[src/rtl/pc_update_unit_pkg.sv]
// Shared types and constants for the PC update unit: FSM state encoding,
// next-address select encodings, reset/trap vector defaults and the branch
// offset helper.
package pc_update_unit_pkg;

  typedef enum logic [1:0] {
    IDLE  = 2'd0,
    FETCH = 2'd1,
    EXEC  = 2'd2
  } state_t;

  typedef enum logic [1:0] {
    SEL_SEQ    = 2'b00,
    SEL_JUMP   = 2'b01,
    SEL_BRANCH = 2'b10,
    SEL_REG    = 2'b11
  } addr_sel_t;

  localparam logic [31:0] RESETPC_DEFAULT = 32'h0000_0000;
  localparam logic [31:0] TRAPPC_DEFAULT  = 32'h0000_0080;

  // Word offset to byte offset: sign-extend and scale by 4.
  function automatic logic [31:0] branch_byte_offset(input logic [15:0] imm);
    return {{14{imm[15]}}, imm, 2'b00};
  endfunction

endpackage

[src/rtl/pc_update_unit_if.sv]
// Bundle of decision/target inputs, fetch handshake and PC outputs between
// the branch/jump control side (master) and the PC update unit (slave).
interface pc_update_unit_if;
  logic [1:0]  addrdecision;
  logic        jpc;
  logic [25:0] jumptarget;
  logic [15:0] branchimm;
  logic [31:0] regtarget;
  logic [31:0] memtarget;
  logic        imemready;
  logic        instrdone;
  logic [31:0] pc;
  logic [31:0] pcplus4;
  logic        fetchreq;
  logic [31:0] epc;
  logic        trap;

  modport master (
    output addrdecision, jpc, jumptarget, branchimm, regtarget, memtarget,
           imemready, instrdone,
    input  pc, pcplus4, fetchreq, epc, trap
  );

  modport slave (
    input  addrdecision, jpc, jumptarget, branchimm, regtarget, memtarget,
           imemready, instrdone,
    output pc, pcplus4, fetchreq, epc, trap
  );
endinterface

[src/rtl/pc_update_unit_next_pc_mux.sv]
// Combinational next-PC selection. Only the branch/memory and register
// sources can yield a misaligned target; sequential and jump targets inherit
// the alignment of pc.
module pc_update_unit_next_pc_mux
  import pc_update_unit_pkg::*;
(
  input  logic [31:0] i_pcplus4,
  input  logic [1:0]  i_addrdecision,
  input  logic        i_jpc,
  input  logic [25:0] i_jumptarget,
  input  logic [15:0] i_branchimm,
  input  logic [31:0] i_regtarget,
  input  logic [31:0] i_memtarget,
  output logic [31:0] o_target,
  output logic        o_misaligned
);

  // Select the candidate next PC from the decoded address source.
  always_comb begin
    o_target = i_pcplus4;
    case (addr_sel_t'(i_addrdecision))
      SEL_SEQ:    o_target = i_pcplus4;
      SEL_JUMP:   o_target = {i_pcplus4[31:28], i_jumptarget, 2'b00};
      SEL_BRANCH: o_target = i_jpc ? i_memtarget
                                   : i_pcplus4 + branch_byte_offset(i_branchimm);
      SEL_REG:    o_target = i_regtarget;
      default:    o_target = i_pcplus4;
    endcase
  end

  assign o_misaligned = |o_target[1:0];

endmodule

[src/rtl/pc_update_unit.sv]
// Program-counter register and fetch sequencer. Paces fetch with a
// request/complete handshake, commits the selected next PC when the current
// instruction completes, and redirects misaligned targets to TRAPPC.
//
// state | meaning
// IDLE  | just out of reset; fetch starts on the next edge
// FETCH | fetchreq high, waiting for imemready
// EXEC  | instruction executing, waiting for instrdone to commit next PC
module pc_update_unit
  import pc_update_unit_pkg::*;
#(
  parameter logic [31:0] RESETPC = RESETPC_DEFAULT,
  parameter logic [31:0] TRAPPC  = TRAPPC_DEFAULT
) (
  input  logic              clk,
  input  logic              reset,
  pc_update_unit_if.slave   bus
);

  state_t      r_state;
  logic [31:0] r_pc;
  logic [31:0] r_epc;
  logic        r_trap;

  logic [31:0] w_pcplus4;
  logic [31:0] w_target;
  logic        w_misaligned;

  assign w_pcplus4 = r_pc + 32'd4;

  pc_update_unit_next_pc_mux u_next_pc_mux (
    .i_pcplus4      (w_pcplus4),
    .i_addrdecision (bus.addrdecision),
    .i_jpc          (bus.jpc),
    .i_jumptarget   (bus.jumptarget),
    .i_branchimm    (bus.branchimm),
    .i_regtarget    (bus.regtarget),
    .i_memtarget    (bus.memtarget),
    .o_target       (w_target),
    .o_misaligned   (w_misaligned)
  );

  // Fetch/execute sequencing with PC commit and trap capture on instrdone.
  always_ff @(posedge clk) begin
    if (reset) begin
      r_state <= IDLE;
      r_pc    <= RESETPC;
      r_epc   <= 32'd0;
      r_trap  <= 1'b0;
    end else begin
      r_trap <= 1'b0;
      case (r_state)
        IDLE: r_state <= FETCH;
        FETCH: begin
          if (bus.imemready) r_state <= EXEC;
        end
        EXEC: begin
          if (bus.instrdone) begin
            r_state <= FETCH;
            if (w_misaligned) begin
              r_pc   <= TRAPPC;
              r_epc  <= w_target;
              r_trap <= 1'b1;
            end else begin
              r_pc <= w_target;
            end
          end
        end
        default: r_state <= IDLE;
      endcase
    end
  end

  assign bus.pc       = r_pc;
  assign bus.pcplus4  = w_pcplus4;
  assign bus.fetchreq = (r_state == FETCH);
  assign bus.epc      = r_epc;
  assign bus.trap     = r_trap;

endmodule

[src/flat_wrapper.sv]
// flat-port wrapper written by rule: the top's interface ports become plain ports
module pc_update_unit_flat import pc_update_unit_pkg::*;
#(
  parameter logic [31:0] RESETPC = RESETPC_DEFAULT,
  parameter logic [31:0] TRAPPC  = TRAPPC_DEFAULT
)
  (clk, reset, bus_addrdecision, bus_jpc, bus_jumptarget, bus_branchimm, bus_regtarget, bus_memtarget, bus_imemready, bus_instrdone, bus_pc, bus_pcplus4, bus_fetchreq, bus_epc, bus_trap);
  pc_update_unit_if bus_i ();
  input  logic clk;
  input  logic reset;
  input wire logic [$bits(bus_i.addrdecision)-1:0] bus_addrdecision;
  input wire logic [$bits(bus_i.jpc)-1:0] bus_jpc;
  input wire logic [$bits(bus_i.jumptarget)-1:0] bus_jumptarget;
  input wire logic [$bits(bus_i.branchimm)-1:0] bus_branchimm;
  input wire logic [$bits(bus_i.regtarget)-1:0] bus_regtarget;
  input wire logic [$bits(bus_i.memtarget)-1:0] bus_memtarget;
  input wire logic [$bits(bus_i.imemready)-1:0] bus_imemready;
  input wire logic [$bits(bus_i.instrdone)-1:0] bus_instrdone;
  output wire logic [$bits(bus_i.pc)-1:0] bus_pc;
  output wire logic [$bits(bus_i.pcplus4)-1:0] bus_pcplus4;
  output wire logic [$bits(bus_i.fetchreq)-1:0] bus_fetchreq;
  output wire logic [$bits(bus_i.epc)-1:0] bus_epc;
  output wire logic [$bits(bus_i.trap)-1:0] bus_trap;
  assign bus_i.addrdecision = bus_addrdecision;
  assign bus_i.jpc = bus_jpc;
  assign bus_i.jumptarget = bus_jumptarget;
  assign bus_i.branchimm = bus_branchimm;
  assign bus_i.regtarget = bus_regtarget;
  assign bus_i.memtarget = bus_memtarget;
  assign bus_i.imemready = bus_imemready;
  assign bus_i.instrdone = bus_instrdone;
  assign bus_pc = bus_i.pc;
  assign bus_pcplus4 = bus_i.pcplus4;
  assign bus_fetchreq = bus_i.fetchreq;
  assign bus_epc = bus_i.epc;
  assign bus_trap = bus_i.trap;
  pc_update_unit #(.RESETPC(RESETPC), .TRAPPC(TRAPPC)) u_core (.clk(clk), .reset(reset), .bus(bus_i));
endmodule
[config.mk]
export PLATFORM = sky130hd
export DESIGN_NAME = pc_update_unit_flat
export DESIGN_NICKNAME = d
export VERILOG_FILES = /design/src/rtl/pc_update_unit_pkg.sv /design/src/rtl/pc_update_unit_if.sv /design/src/rtl/pc_update_unit_next_pc_mux.sv /design/src/rtl/pc_update_unit.sv /design/src/flat_wrapper.sv
export SDC_FILE = /design/constraint.sdc
export NUM_CORES = 1
export LEC_CHECK = 0
export ABC_CLOCK_PERIOD_IN_PS = 8100
export BUFFER_PORTS_ARGS = -buffer_cell sky130_fd_sc_hd__buf_4
export CORE_MARGIN = 2
export CORE_UTILIZATION = 30
export CTS_CLUSTER_DIAMETER = 60
export DETAILED_ROUTE_END_ITERATION = 8
export PLACE_DENSITY_LB_ADDON = 0.05
export SYNTH_ARGS = -nofsm -noshare
export SYNTH_HDL_FRONTEND = slang
export SYNTH_SLANG_ARGS = --single-unit
[constraint.sdc]
create_clock -name clk -period 8.1 [get_ports clk]
set_input_delay 0.405 -clock clk [delete_from_list [all_inputs] [get_ports clk]]
set_output_delay 0.405 -clock clk [all_outputs]
set_load 0.05 [all_outputs]
Word level (Yosys, flattened, before mapping)
Index checks and enable logic that the tools add are counted.

Bits in registers: 67. Input port bits: 113. Output and inout port bits: 98. Word-level logic and storage cells: 29.

Add/subtract/negate cells: 2. Equality and inequality tests: 7. Mux-type cells: 7. Bitwise operators: 2. Reductions and logical operators: 7.

Operators with widths (number): $pmux 32 s4 (1); $mux 32 (2); $add 32x3->32 const B (1); $add 32x32->32 (1); $eq 2x2->1 const B (3); $pmux 2 s3 (1); $eq 2x1->1 const B (2); $logic_not 2->1 (2); $mux 2 (2); $ne 2x2->1 const B (2); $reduce_and 2->1 (2); $reduce_and 3->1 (1); $reduce_or 3->1 (1); $not 1->1 (2); $reduce_or 2->1 (1); $mux 1 (1).

Longest topological paths before layout
Gate-level depths: netlist (run 1).

Depth after elaboration: 6. Gate-level depth with buffers: 16. Gate-level depth less buffers: 14.

Hierarchy
Synthesis (run 1) repeated with hierarchy kept, for this count alone.

Cells, all modules: 833. Area, all modules: 6048.3 um2.

By module, submodules not included: pc_update_unit (instances 1, cells each 388, area an instance 3080.5 um2, seq. area each 1341.3 um2); pc_update_unit_next_pc_mux (instances 1, cells each 445, area an instance 2967.8 um2, seq. area each 0.0 um2).

Worst setup path after synthesis (run 1)
No wires, ideal clock.

Path kind: reg-to-reg. From: register u_core.r_pc[4], in the netlist u_core.bus.pc[4]. To: register u_core.r_pc[27], in the netlist u_core.bus.pc[27]. Setup time: 0.117 ns. Arrival time: 4.999 ns. Required time: 7.983 ns. Slack: 2.984 ns. Stages on the path, launching flop included: 16. Path buffers: 2. Period minus slack after synthesis: 5.116 ns. Cells stage by stage: dfxtp_1 and4_1 clkbuf_1 and3_1 clkbuf_1 nand3_1 xnor2_1 ha_1 and2_1 a221oi_1 a21oi_1 a21o_1 o2111ai_1 a21oi_1 or4_1 a32o_1.

Longest elaborated chain between the ends: 5.

RTL lines: start, declared (RTL line pc_update_unit.sv:21) `logic [31:0] r_pc;`; start signal, assigned (RTL line pc_update_unit.sv:65) `r_pc <= w_target;`; $add 32x3->32 (RTL line pc_update_unit.sv:29) `assign w_pcplus4 = r_pc + 32'd4;`; net bus_pcplus4[17] (RTL line flat_wrapper.sv:20) `output wire logic [$bits(bus_i.pcplus4)-1:0] bus_pcplus4;`; $add 32x32->32 (RTL line pc_update_unit_next_pc_mux.sv:25) `: i_pcplus4 + branch_byte_offset(i_branchimm);`; $mux 32 (RTL line pc_update_unit_next_pc_mux.sv:24) `SEL_BRANCH: o_target = i_jpc ? i_memtarget`; $pmux 32 s4 (RTL line pc_update_unit_next_pc_mux.sv:21) `case (addr_sel_t'(i_addrdecision))`; $mux 32 (RTL line pc_update_unit.sv:60) `if (w_misaligned) begin`.

The timed path passes the listed nets, and every way through them passes these cells. A chain may end at the register's enable or synchronous reset.

Final worst setup path (run 1)
From: register u_core.r_pc[4], in the netlist u_core.bus.pc[4]. To: register u_core.r_pc[27], in the netlist u_core.bus.pc[27].

Longest elaborated chain between the ends: 5.

RTL lines (RTL line): $add 32x3->32 * (pc_update_unit.sv:29); $add 32x32->32 (pc_update_unit_next_pc_mux.sv:25); $mux 32 (pc_update_unit_next_pc_mux.sv:24); $pmux 32 s4 * (pc_update_unit_next_pc_mux.sv:21); $mux 32 * (pc_update_unit.sv:60).

Every way passes the cells marked *; elsewhere a longest branch is shown, timed or not.

==> results of run 1 <==
==> state kept, by name, summed over array words and instances, names as in the netlist <==
name	cells
u_core.bus.pc	32
u_core.bus.epc	32
u_core.r_state	2
u_core.bus.trap	1
==> cells by family (layout without fill, tap and decap cells) <==
group | Yosys count | count (layout) | synth area share, %
flip-flops | 67 | 67 | 23.8
multiplexers | 31 | 31 | 7.62
AO/OA/AOI/OAI | 219 | 219 | 26.8
adder cells (fa/ha/maj) | 39 | 39 | 8.78
XOR/XNOR | 43 | 43 | 6.67
buffers and inverters | 56 | 244 | 3.88
AND/OR/NAND/NOR | 265 | 265 | 22.5
==> stage by stage <==
step	setup WS [ns]	instances	power, mW	area, sq um	hold WS [ns]
floorplan	2.98	720	0.466	5650	0.490
global placement	3.35	1127	0.568	7390	0.447
detailed placement	3.42	1127	0.568	7390	0.453
CTS	3.38	1142	0.945	7670	0.343
global route	3.09	1142	0.977	7670	0.363
finish	3.41	1142	0.938	7670	0.351
==> cell usage in the layout (no fill, tap or decap), types with 14 or more instances in the layout <==
| master | synthesis | final |
|---|---|---|
| nor3_1 | 16 | 16 |
| buf_4 | 2 | 215 |
| a21oi_1 | 42 | 42 |
| dfxtp_1 | 67 | 67 |
| xnor2_1 | 31 | 31 |
| and3_1 | 24 | 24 |
| mux2i_1 | 16 | 16 |
| nand4_1 | 14 | 14 |
| nand3_1 | 28 | 28 |
| o21ai_0 | 47 | 46 |
| a21o_1 | 21 | 21 |
| nand2_1 | 89 | 89 |
| nor2_1 | 58 | 57 |
| ha_1 | 38 | 38 |
==> routing by layer <==
layer  wire, um  vias to the layer above
met5          0                        -
met4       1140                        0
met3       1390                       43
met2      12900                      249
met1      10300                     3055
li1           -                     3052
==> power by group through the flow <==
stage / logic, mW / registers (mW) / clock network, mW
2_1_floorplan: 0.110 / 0.356 / 0
3_3_place_gp: 0.223 / 0.345 / 0
3_5_place_dp: 0.222 / 0.345 / 0
4_1_cts: 0.223 / 0.338 / 0.384
5_1_grt: 0.238 / 0.339 / 0.401
6_report: 0.221 / 0.338 / 0.379
==> worst min path at each step <==
| stage | to | depth (start not counted) |
|---|---|---|
| after floorplan | u_core.r_state[0] | 2 |
| after global placement | u_core.bus.epc[1] | 2 |
| after detailed placement | u_core.bus.epc[1] | 2 |
| after CTS | u_core.r_state[1] | 3 |
| after global routing | u_core.r_state[0] | 3 |
| final | u_core.r_state[1] | 3 |
==> worst max-delay path: stages, from the launching register on <==
cell	delay [ns]
dfxtp_1	0.46
and4_1	0.38
and3_1	0.41
nand2_1	0.11
xnor2_1	0.42
ha_1	0.43
a21o_1	0.22
a221oi_1	0.37
a21oi_1	0.21
a21o_1	0.27
o2111ai_1	0.31
a21oi_1	0.10
or4_1	0.59
a32o_1	0.28
==> cell type report <==
cell class,count,area share (%)
timing repair buffer,215,21.0
clock buffer,10,2.98
multi-input combinational,597,53.3
inverter,14,0.685
clock inverter,5,0.718
sequential,67,17.5
tap,234,3.82
==> metrics.md, run 1 <==
| Metric | Value |
|---|---|
| Outcome | `finished clean` |
| Unrepaired setup endpoints after global routing | `false` |
| DP HPWL | `20700 um` |
| Worst R2R Path Depth | `13` |
| I/O pins | `211` |
| ANT cells | `0` |
| TritonCTS Buffers | `9` |
| Top post-synthesis cells by area | `dfxtp_1, ha_1, nand2_1, xnor2_1, o21ai_0` |
| Final core utilization | `41.3%` |
| Switching Fraction | `29.6%` |
| Met3 usage | `4.65%` |
| Clock slew at reported path FFs | `0.06 ns` |
| Rows | `50` |
| Longest Clk Path Bufs | `2` |
| EDFF count, synth | `0` |
| Critical path class | `flop to flop` |
| Critical Path Start | `u_core.bus.pc[4]` |
| Yosys reg bits | `67` |
| Gr usage total | `25.2%` |
| Initial antenna violation count | `0` |
| GRT met2 Usage | `45.5%` |
| H-tree Lvls | `3` |
| Worst min-delay path startpoint | `bus_imemready` |
| Main synth FF type | `dfxtp_1` |
| Pint | `0.660 mW` |
| Combinational Power Share | `23.6%` |
| Post-Syn Area | `5650 sq um` |
| Cell taking the most area after synthesis | `dfxtp_1` |
| Post-CTS Resized | `0` |
| Pre-Repair DR Iteration Count | `7` |
| 1st-iter DRT viols | `279` |
| Reg area | `1340 sq um` |
| Sequential Power Share | `36.1%` |
| DRT Wirelength | `25700 um` |
| Leak pwr | `3.53 nW` |
| Setup Skew | `0.00397 ns` |
| Nets | `1056` |
| Busiest grt layer | `met2` |
| Setup TNS | `0 ns` |
| Die footprint | `19900 sq um` |
| Post-CTS Hold Buffers | `0` |
| GR Util met1 | `28.9%` |
| Clk pwr share | `40.4%` |
| Worst vdd ir | `0.116 mV` |
| Vias in the first global route | `6465` |
| Hold Crit Class | `primary input to flop` |
| Cells after Synth | `720` |
| CP endpoint | `u_core.bus.pc[27]` |
| GRT overflow | `0` |
| Area of the multi-input gates | `4090 sq um` |
| Async SR Flop Fraction | `0%` |
| Commonest cells post-synth | `nand2_1, dfxtp_1, nor2_1` |
| Post-Syn Nets | `872` |
| Fmax | `0.213 GHz` |
| Worst flop-to-flop path endpoint | `u_core.bus.pc[27]` |
| Syn-to-layout area delta | `35.9%` |
| Least-Margin Pin Slew | `1.14 ns` |
| Vias | `6399` |
| RePlAce Congestion | `0.889` |
| DR vias/cell | `5.60` |
| Sequential share of the synthesized area | `23.8%` |
| Crit path DAT | `4.91 ns` |
| Final Setup Violations | `0` |
| Initial Util | `30.4%` |
| Worst slew margin | `23.8%` |
| Crit start category | `flop` |
| Internal reg-to-reg setup slack | `3.41 ns` |
| Distinct cell type count after synthesis | `66` |
| First-pass GRT wire length | `38100 um` |
| Worst r2r src | `u_core.bus.pc[4]` |
| Final worst path period share | `57.9%` |
| Net switching power | `0.278 mW` |
| CORE AREA | `18600 sq um` |
| Avg WL per Cell | `22.5 um` |
| CTS sink count | `67` |
| Syn Area/Cell | `7.84 sq um` |
| Max Cap Viol | `0` |
| DRC errors left | `0` |
| Layout fillers | `1921` |
| Final Hold Fails | `0` |
| Clk_lat worst skew | `0.33 ns` |
| Min Tclk post-route | `4.69 ns` |
| Share of layout cells above drive strength 1 | `28.4%` |
| Routed Antenna Nets | `0` |
| PwrDens | `122 nW/um^2` |
| Synth top area share | `23.8%` |
| WP data required | `8.32 ns` |
| Die X | `141 um` |
| CTS Root Cell | `clkbuf_16` |
| IO buf count | `210` |
| Post-CTS Setup Bufs | `0` |
| Worst setup EP type | `flop` |
| Count leader, synth | `nand2_1` |
| Die Ht | `141 um` |
| Final slew viol count | `0` |
| CTS tree | `done` |
| Pin count of the biggest net entering global routing | `50` |
| Worst-path maximum fanout | `11` |
| YS warnings | `0` |
Power figures use the tool's default switching activity.
==> run 2: changes to the inputs <==
--- a/config.mk
+++ b/config.mk
@@ -5,7 +5,8 @@
 export SDC_FILE = /design/constraint.sdc
 export NUM_CORES = 1
 export LEC_CHECK = 0
-export ABC_CLOCK_PERIOD_IN_PS = 8100
+export ABC_AREA = 1
+export ABC_CLOCK_PERIOD_IN_PS = 4100
 export BUFFER_PORTS_ARGS = -buffer_cell sky130_fd_sc_hd__buf_4
 export CORE_MARGIN = 2
 export CORE_UTILIZATION = 30
==> constraint.sdc (replaced) <==
create_clock -name clk -period 4.1 [get_ports clk]
set_input_delay 0.205 -clock clk [delete_from_list [all_inputs] [get_ports clk]]
set_output_delay 0.205 -clock clk [all_outputs]
set_load 0.05 [all_outputs]
==> run 2 against run 1 <==
Effect of this change: clock skew up 0.0047 ns; final area up 11%; clock power rose by 110%; worst setup slack got worse by 3.0 ns; maximum frequency up 28%; largest cell class unchanged; critical endpoint is now u_core.bus.pc[28]; critical path depth up 7; power grew 100%; synthesized cell count up 53%; area after synthesis increased by 12%; non-clock buffer count grew 9; global-route usage rose by 0.34 points.
==> metrics.md, run 2 <==
| Metric | Value |
|---|---|
| TritonCTS Buffers | `9` |
| Cell taking the most area after synthesis | `nand2_1` |
| Placed insts | `1563` |
| Post-route cell area | `8500 sq um` |
| Syn-to-layout area delta | `34.4%` |
| Async SR Flop Fraction | `0%` |
| Final core utilization | `40.8%` |
| EDFF count, synth | `0` |
| CTS sink count | `67` |
| Post-Syn Nets | `1252` |
| Pin count of the biggest net entering global routing | `49` |
| GRT met2 Usage | `43.2%` |
| Die footprint | `22300 sq um` |
| WP data required | `4.30 ns` |
| Initial Util | `30.4%` |
| Distinct cell type count after synthesis | `41` |
| Routed Antenna Nets | `0` |
| ANT cells | `0` |
| Critical path class | `flop to flop` |
| Final slew viol count | `0` |
| Leak pwr | `4.60 nW` |
| Met3 usage | `5.05%` |
| Most common cell after layout, fill and taps aside | `nand2_1` |
| Setup Skew | `0.00865 ns` |
| Busiest grt layer | `met2` |
| CTS Root Cell | `clkbuf_16` |
| CP most frequent cell | `nand2_1` |
| Sequential share of the synthesized area | `21.2%` |
| Syn Area/Cell | `5.75 sq um` |
| Post-Layout Cell Count | `1579` |
| Gr usage total | `25.6%` |
| First-pass GRT wire length | `42800 um` |
| Worst-path cell chain | `ha_1, inv_1, nor2_1, nand4_1, inv_1, nand2_1, xor2_1, inv_1, ha_1, nand2_1, nor2_1, nand2_1, inv_1, nand3_1, nand3_1, nand3_1, nand2_1, nand3_1, nand2_1, a21oi_1` |
| Final worst path period share | `89.5%` |
| CTS tree | `done` |
| Synth top area share | `23.2%` |
| Main synth FF type | `dfxtp_1` |
| Worst vdd ir | `0.176 mV` |
| Placed Area | `8190 sq um` |
| DRC errors left | `0` |
| Top post-synthesis cells by area | `nand2_1, dfxtp_1, nand3_1, inv_1, ha_1` |
| DR vias/cell | `4.80` |
| Worst slew margin | `36.1%` |
| I/O pins | `211` |
| DP HPWL | `22900 um` |
| Worst r2r src | `u_core.bus.pc[3]` |
| H-tree Lvls | `3` |
| Fmax | `0.272 GHz` |
| Final Setup Violations | `0` |
| CORE AREA | `20800 sq um` |
| Longest Clk Path Bufs | `2` |
| Worst setup EP type | `flop` |
| Outcome | `finished clean` |
| Crit start category | `flop` |
| Complex-gate fraction of the synthesized area | `13.4%` |
| GR Util met1 | `33.6%` |
| Rows | `53` |
| Clock slew at reported path FFs | `0.06 ns` |
| IO buf count | `210` |
| Clk_lat worst skew | `0.33 ns` |
| Largest family of logic cells by synthesized area | `simple AND/OR/NAND/NOR gates` |
| Die X | `149 um` |
| Synth Area in Adders | `7.84%` |
| Min Tclk post-route | `3.67 ns` |
| Cells after Synth | `1100` |
| Post-Synth Simple-Gate Area | `41.9%` |
| Worst min-delay path startpoint | `bus_instrdone` |
| Slowest cell on the critical path | `dfxtp_1` |
| Vias in the first global route | `7350` |
| Critical Path Start | `u_core.bus.pc[3]` |
| Count leader, synth | `nand2_1` |
| Commonest cells post-synth | `nand2_1, inv_1, nor2_1` |
| Xor/xnor share of the synthesized area | `4.57%` |
| Initial antenna violation count | `0` |
| Final Hold Fails | `0` |
| RePlAce Congestion | `0.893` |
| PwrDens | `224 nW/um^2` |
| YS warnings | `0` |
| Yosys reg bits | `67` |
| Highest-count cells in the layout ignoring fill and taps | `nand2_1, buf_4, inv_1` |
| Post-Syn Area | `6320 sq um` |
| 1st-iter DRT viols | `453` |
| Hold Crit Class | `primary input to flop` |
| Nets | `1451` |
| Avg WL per Cell | `17.9 um` |
| Vias | `7587` |
| CP max stage delay | `0.43 ns` |
| Post-CTS Setup Bufs | `0` |
| Share of layout cells above drive strength 1 | `20.0%` |
| Max Cap Viol | `0` |
| Least-Margin Pin Slew | `0.959 ns` |
| Setup TNS | `0 ns` |
| Die Ht | `149 um` |
| Worst-path maximum fanout | `6` |
| GRT overflow | `0` |
| Pre-Repair DR Iteration Count | `5` |
| Hold WS | `0.109 ns` |
| Crit path DAT | `3.87 ns` |
| Post-synthesis mux area share | `0%` |
| DRT Wirelength | `28300 um` |
| Unrepaired setup endpoints after global routing | `false` |
-- run 2: changes by cell type in the layout (fill, tap and decap cells not counted), moves of 23 or more --
cell     before  now
a21oi_1      42   67
and3_1       24    1
inv_1        12  133
nand2_1      89  391
nand3_1      28  100
nor2_1       57  106
xnor2_1      31    7
-- run 2: report_power, final --
| part | switching (mW) | leakage (nW) | internal [mW] |
|---|---|---|---|
| logic | 0.269 | 3.91 | 0.166 |
| registers | 0.00763 | 0.541 | 0.658 |
| clock network | 0.296 | 0.146 | 0.506 |
| total | 0.572 | 4.60 | 1.33 |
-- run 2: final timing paths --
check | end | slack [ns] | cells past startpoint
max | u_core.bus.pc[28] | 0.43 | 20
max reg2reg | u_core.bus.pc[28] | 0.43 | 20
min reg2reg | u_core.bus.epc[12] | 0.45 | 2
min | u_core.r_state[0] | 0.11 | 2
-- run 2: critical path, delay by kind of cell, from the launching register on --
kind / cells / cell delay [ns]
and+or+nand+nor: 12 / 1.80
xor gates and xnor gates: 1 / 0.25
AOI/OAI and AO/OA: 1 / 0.06
DFF: 1 / 0.43
buffers and inverters: 4 / 0.39
adders and majority gates: 2 / 0.61
-- run 2: what timing repair did --
item	4_1_cts	5_1_grt
endpoints found under the setup margin	0	5
gates resized for setup	0	1
hold buffers	0	0
-- run 2: cell type report --
cell class | instances | area, sq um
tap | 275 | 344
inverter | 140 | 526
timing repair buffer | 224 | 1690
sequential | 67 | 1340
fill | 2401 | 12300
multi-input combinational | 857 | 4290
clock inverter | 3 | 46.3
clock buffer | 13 | 260
-- run 2: kinds of logic (layout without fill, tap and decap cells) --
| group | count (synthesis) | after routing |
|---|---|---|
| buffers and inverters | 176 | 380 |
| and+or+nand+nor | 639 | 639 |
| adders and majority gates | 39 | 39 |
| AOI/OAI and AO/OA | 146 | 146 |
| xor gates and xnor gates | 33 | 33 |
| DFF | 67 | 67 |
-- run 2: metal layers --
layer | part of all wire (%) | up-vias
met3 | 6.5 | 26
li1 | - | 3928
met2 | 46 | 255
met1 | 45 | 3378
met4 | 1.9 | 0
met5 | 0 | -
-- run 2: stage by stage --
step	worst slack [ns]	power, mW
2_1_floorplan	0.218	0.910
3_3_place_gp	0.454	1.12
3_5_place_dp	0.404	1.12
4_1_cts	0.367	1.92
5_1_grt	0.0129	1.99
6_report	0.429	1.90
==> run 3: changes to the inputs <==
--- a/config.mk
+++ b/config.mk
@@ -13,6 +13,7 @@
 export CTS_CLUSTER_DIAMETER = 60
 export DETAILED_ROUTE_END_ITERATION = 8
 export PLACE_DENSITY_LB_ADDON = 0.05
+export RECOVER_POWER = 100
 export SYNTH_ARGS = -nofsm -noshare
 export SYNTH_HDL_FRONTEND = slang
 export SYNTH_SLANG_ARGS = --single-unit
==> run 3 against run 2 <==
Effect of this change: the run now ends with capacitance limit, slew limit left; register-to-register slack worse by 0.03 ns; final area down 4.5%; highest routed layer unchanged; combinational power fell by 3%; largest power group unchanged; sequential share of layout area increased by 0.74 points; via count about the same; clock skew about the same; count of clock-buffer cells in the layout stayed put; die area did not move; worst setup slack worse by 0.027 ns.
==> metrics.md, run 3 (synthesis results as in run 2) <==
| Metric | Value |
|---|---|
| Outcome | `finished with violations` |
| Violated checks | `capacitance limit, slew limit` |
| Avg WL per Cell | `18.0 um` |
| Leak pwr | `4.18 nW` |
| Post-Layout Cell Count | `1579` |
| Met3 usage | `5.05%` |
| First-pass GRT wire length | `42800 um` |
| H-tree Lvls | `3` |
| CTS Root Cell | `clkbuf_16` |
| CORE AREA | `20800 sq um` |
| Hold WS | `0.106 ns` |
| Final Hold Fails | `0` |
| Min Tclk post-route | `3.70 ns` |
| Layout fillers | `2492` |
| PwrDens | `233 nW/um^2` |
| Worst setup margin | `0.402 ns` |
| Worst setup EP type | `flop` |
| Initial Util | `30.4%` |
| Area of the multi-input gates | `4280 sq um` |
| Placed Area | `8190 sq um` |
| 1st-iter DRT viols | `476` |
| Syn-to-layout area delta | `28.4%` |
| Setup TNS | `0 ns` |
| Clock slew at reported path FFs | `0.06 ns` |
| Least-Margin Pin Slew | `1.77 ns` |
| Pre-CTS setup slack | `0.404 ns` |
| Overall power | `1.89 mW` |
| Final core utilization | `39.0%` |
| Most common cell after layout, fill and taps aside | `nand2_1` |
| CTS tree | `done` |
| DRT Wirelength | `28400 um` |
| I/O pins | `211` |
| TritonCTS Buffers | `9` |
| Clk_lat worst skew | `0.33 ns` |
| Unrepaired setup endpoints after global routing | `false` |
| Die Ht | `149 um` |
| Busiest grt layer | `met2` |
| Crit start category | `flop` |
| Critical path class | `flop to flop` |
| Routed Antenna Nets | `0` |
| Initial antenna violation count | `0` |
| DP HPWL | `22900 um` |
| WP data required | `4.30 ns` |
| ANT cells | `0` |
| Hold Crit Class | `primary input to flop` |
| Final Setup Violations | `0` |
| Post-route cell area | `8120 sq um` |
| Crit path DAT | `3.90 ns` |
| Fmax | `0.270 GHz` |
| Placed insts | `1563` |
| Worst slew margin | `-18.3%` |
| Gr usage total | `25.6%` |
| DR vias/cell | `4.81` |
| IO buf count | `210` |
| RePlAce Congestion | `0.893` |
| Max Cap Viol | `1` |
| CTS sink count | `67` |
| Share of layout cells above drive strength 1 | `12.0%` |
| Longest Clk Path Bufs | `2` |
| GRT overflow | `0` |
| GRT met2 Usage | `43.2%` |
| Setup Skew | `0.00823 ns` |
| Final worst path period share | `90.2%` |
| Reg area | `1340 sq um` |
| Vias | `7592` |
| Highest-count cells in the layout ignoring fill and taps | `nand2_1, inv_1, buf_4` |
| Worst-path maximum fanout | `6` |
| Vias in the first global route | `7350` |
| Post-CTS Hold Buffers | `0` |
| Die X | `149 um` |
| Pre-Repair DR Iteration Count | `5` |
| Rows | `53` |
| DRC errors left | `0` |
| Final slew viol count | `33` |
| Pin count of the biggest net entering global routing | `49` |
| Nets | `1451` |
| GR Util met1 | `33.6%` |
| Worst vdd ir | `0.178 mV` |
| Die footprint | `22300 sq um` |
==> run 3: what timing repair did <==
action,4_1_cts,5_1_grt
buffers inserted,0,0
setup endpoints to repair,0,5
gates resized for setup,0,1
==> run 3: layer usage <==
layer / vias to the layer above / wire length, um
li1: 3930 / -
met1: 3386 / 13000
met2: 251 / 13100
met3: 25 / 1820
met4: 0 / 534
met5: - / 0
==> run 3: cell type report <==
class | count | area share, %
Multi-Input combinational cell | 857 | 52.7
Sequential cell | 67 | 16.5
Timing Repair Buffer | 224 | 16.3
Inverter | 140 | 6.47
Tap cell | 275 | 4.24
Clock buffer | 13 | 3.21
Clock inverter | 3 | 0.570
==> run 3: critical path, stage by stage (launching register included) <==
cell and delay, ns:
dfxtp_1 0.43, ha_1 0.23, inv_1 0.05, nor2_1 0.20, nand4_1 0.19, nor3b_2 0.27, xor2_1 0.26, clkbuf_1 0.23
ha_1 0.33, a21oi_1 0.28, nand2_1 0.12, a21oi_1 0.17, nand2_1 0.17, nand2_1 0.09, nand2_1 0.05, nor2_1 0.11
o21ai_0 0.08, buf_4 0.17, nand3_1 0.06, a21oi_1 0.05
==> run 3: final timing paths <==
kind	start	to	slack, ns	cells past startpoint
min	bus_instrdone	u_core.r_state[0]	0.11	2
max reg2reg	u_core.bus.pc[3]	u_core.bus.pc[19]	0.40	19
max	u_core.bus.pc[3]	u_core.bus.pc[19]	0.40	19
min reg2reg	u_core.bus.epc[21]	u_core.bus.epc[21]	0.45	2
==> run 3: where the power goes <==
| group | leakage [nW] | internal, mW | total (mW) | switching (mW) |
|---|---|---|---|---|
| Sequential | 0.541 | 0.658 | 0.665 | 0.00754 |
| Combinational | 3.50 | 0.155 | 0.423 | 0.268 |
| Clock | 0.146 | 0.506 | 0.806 | 0.300 |
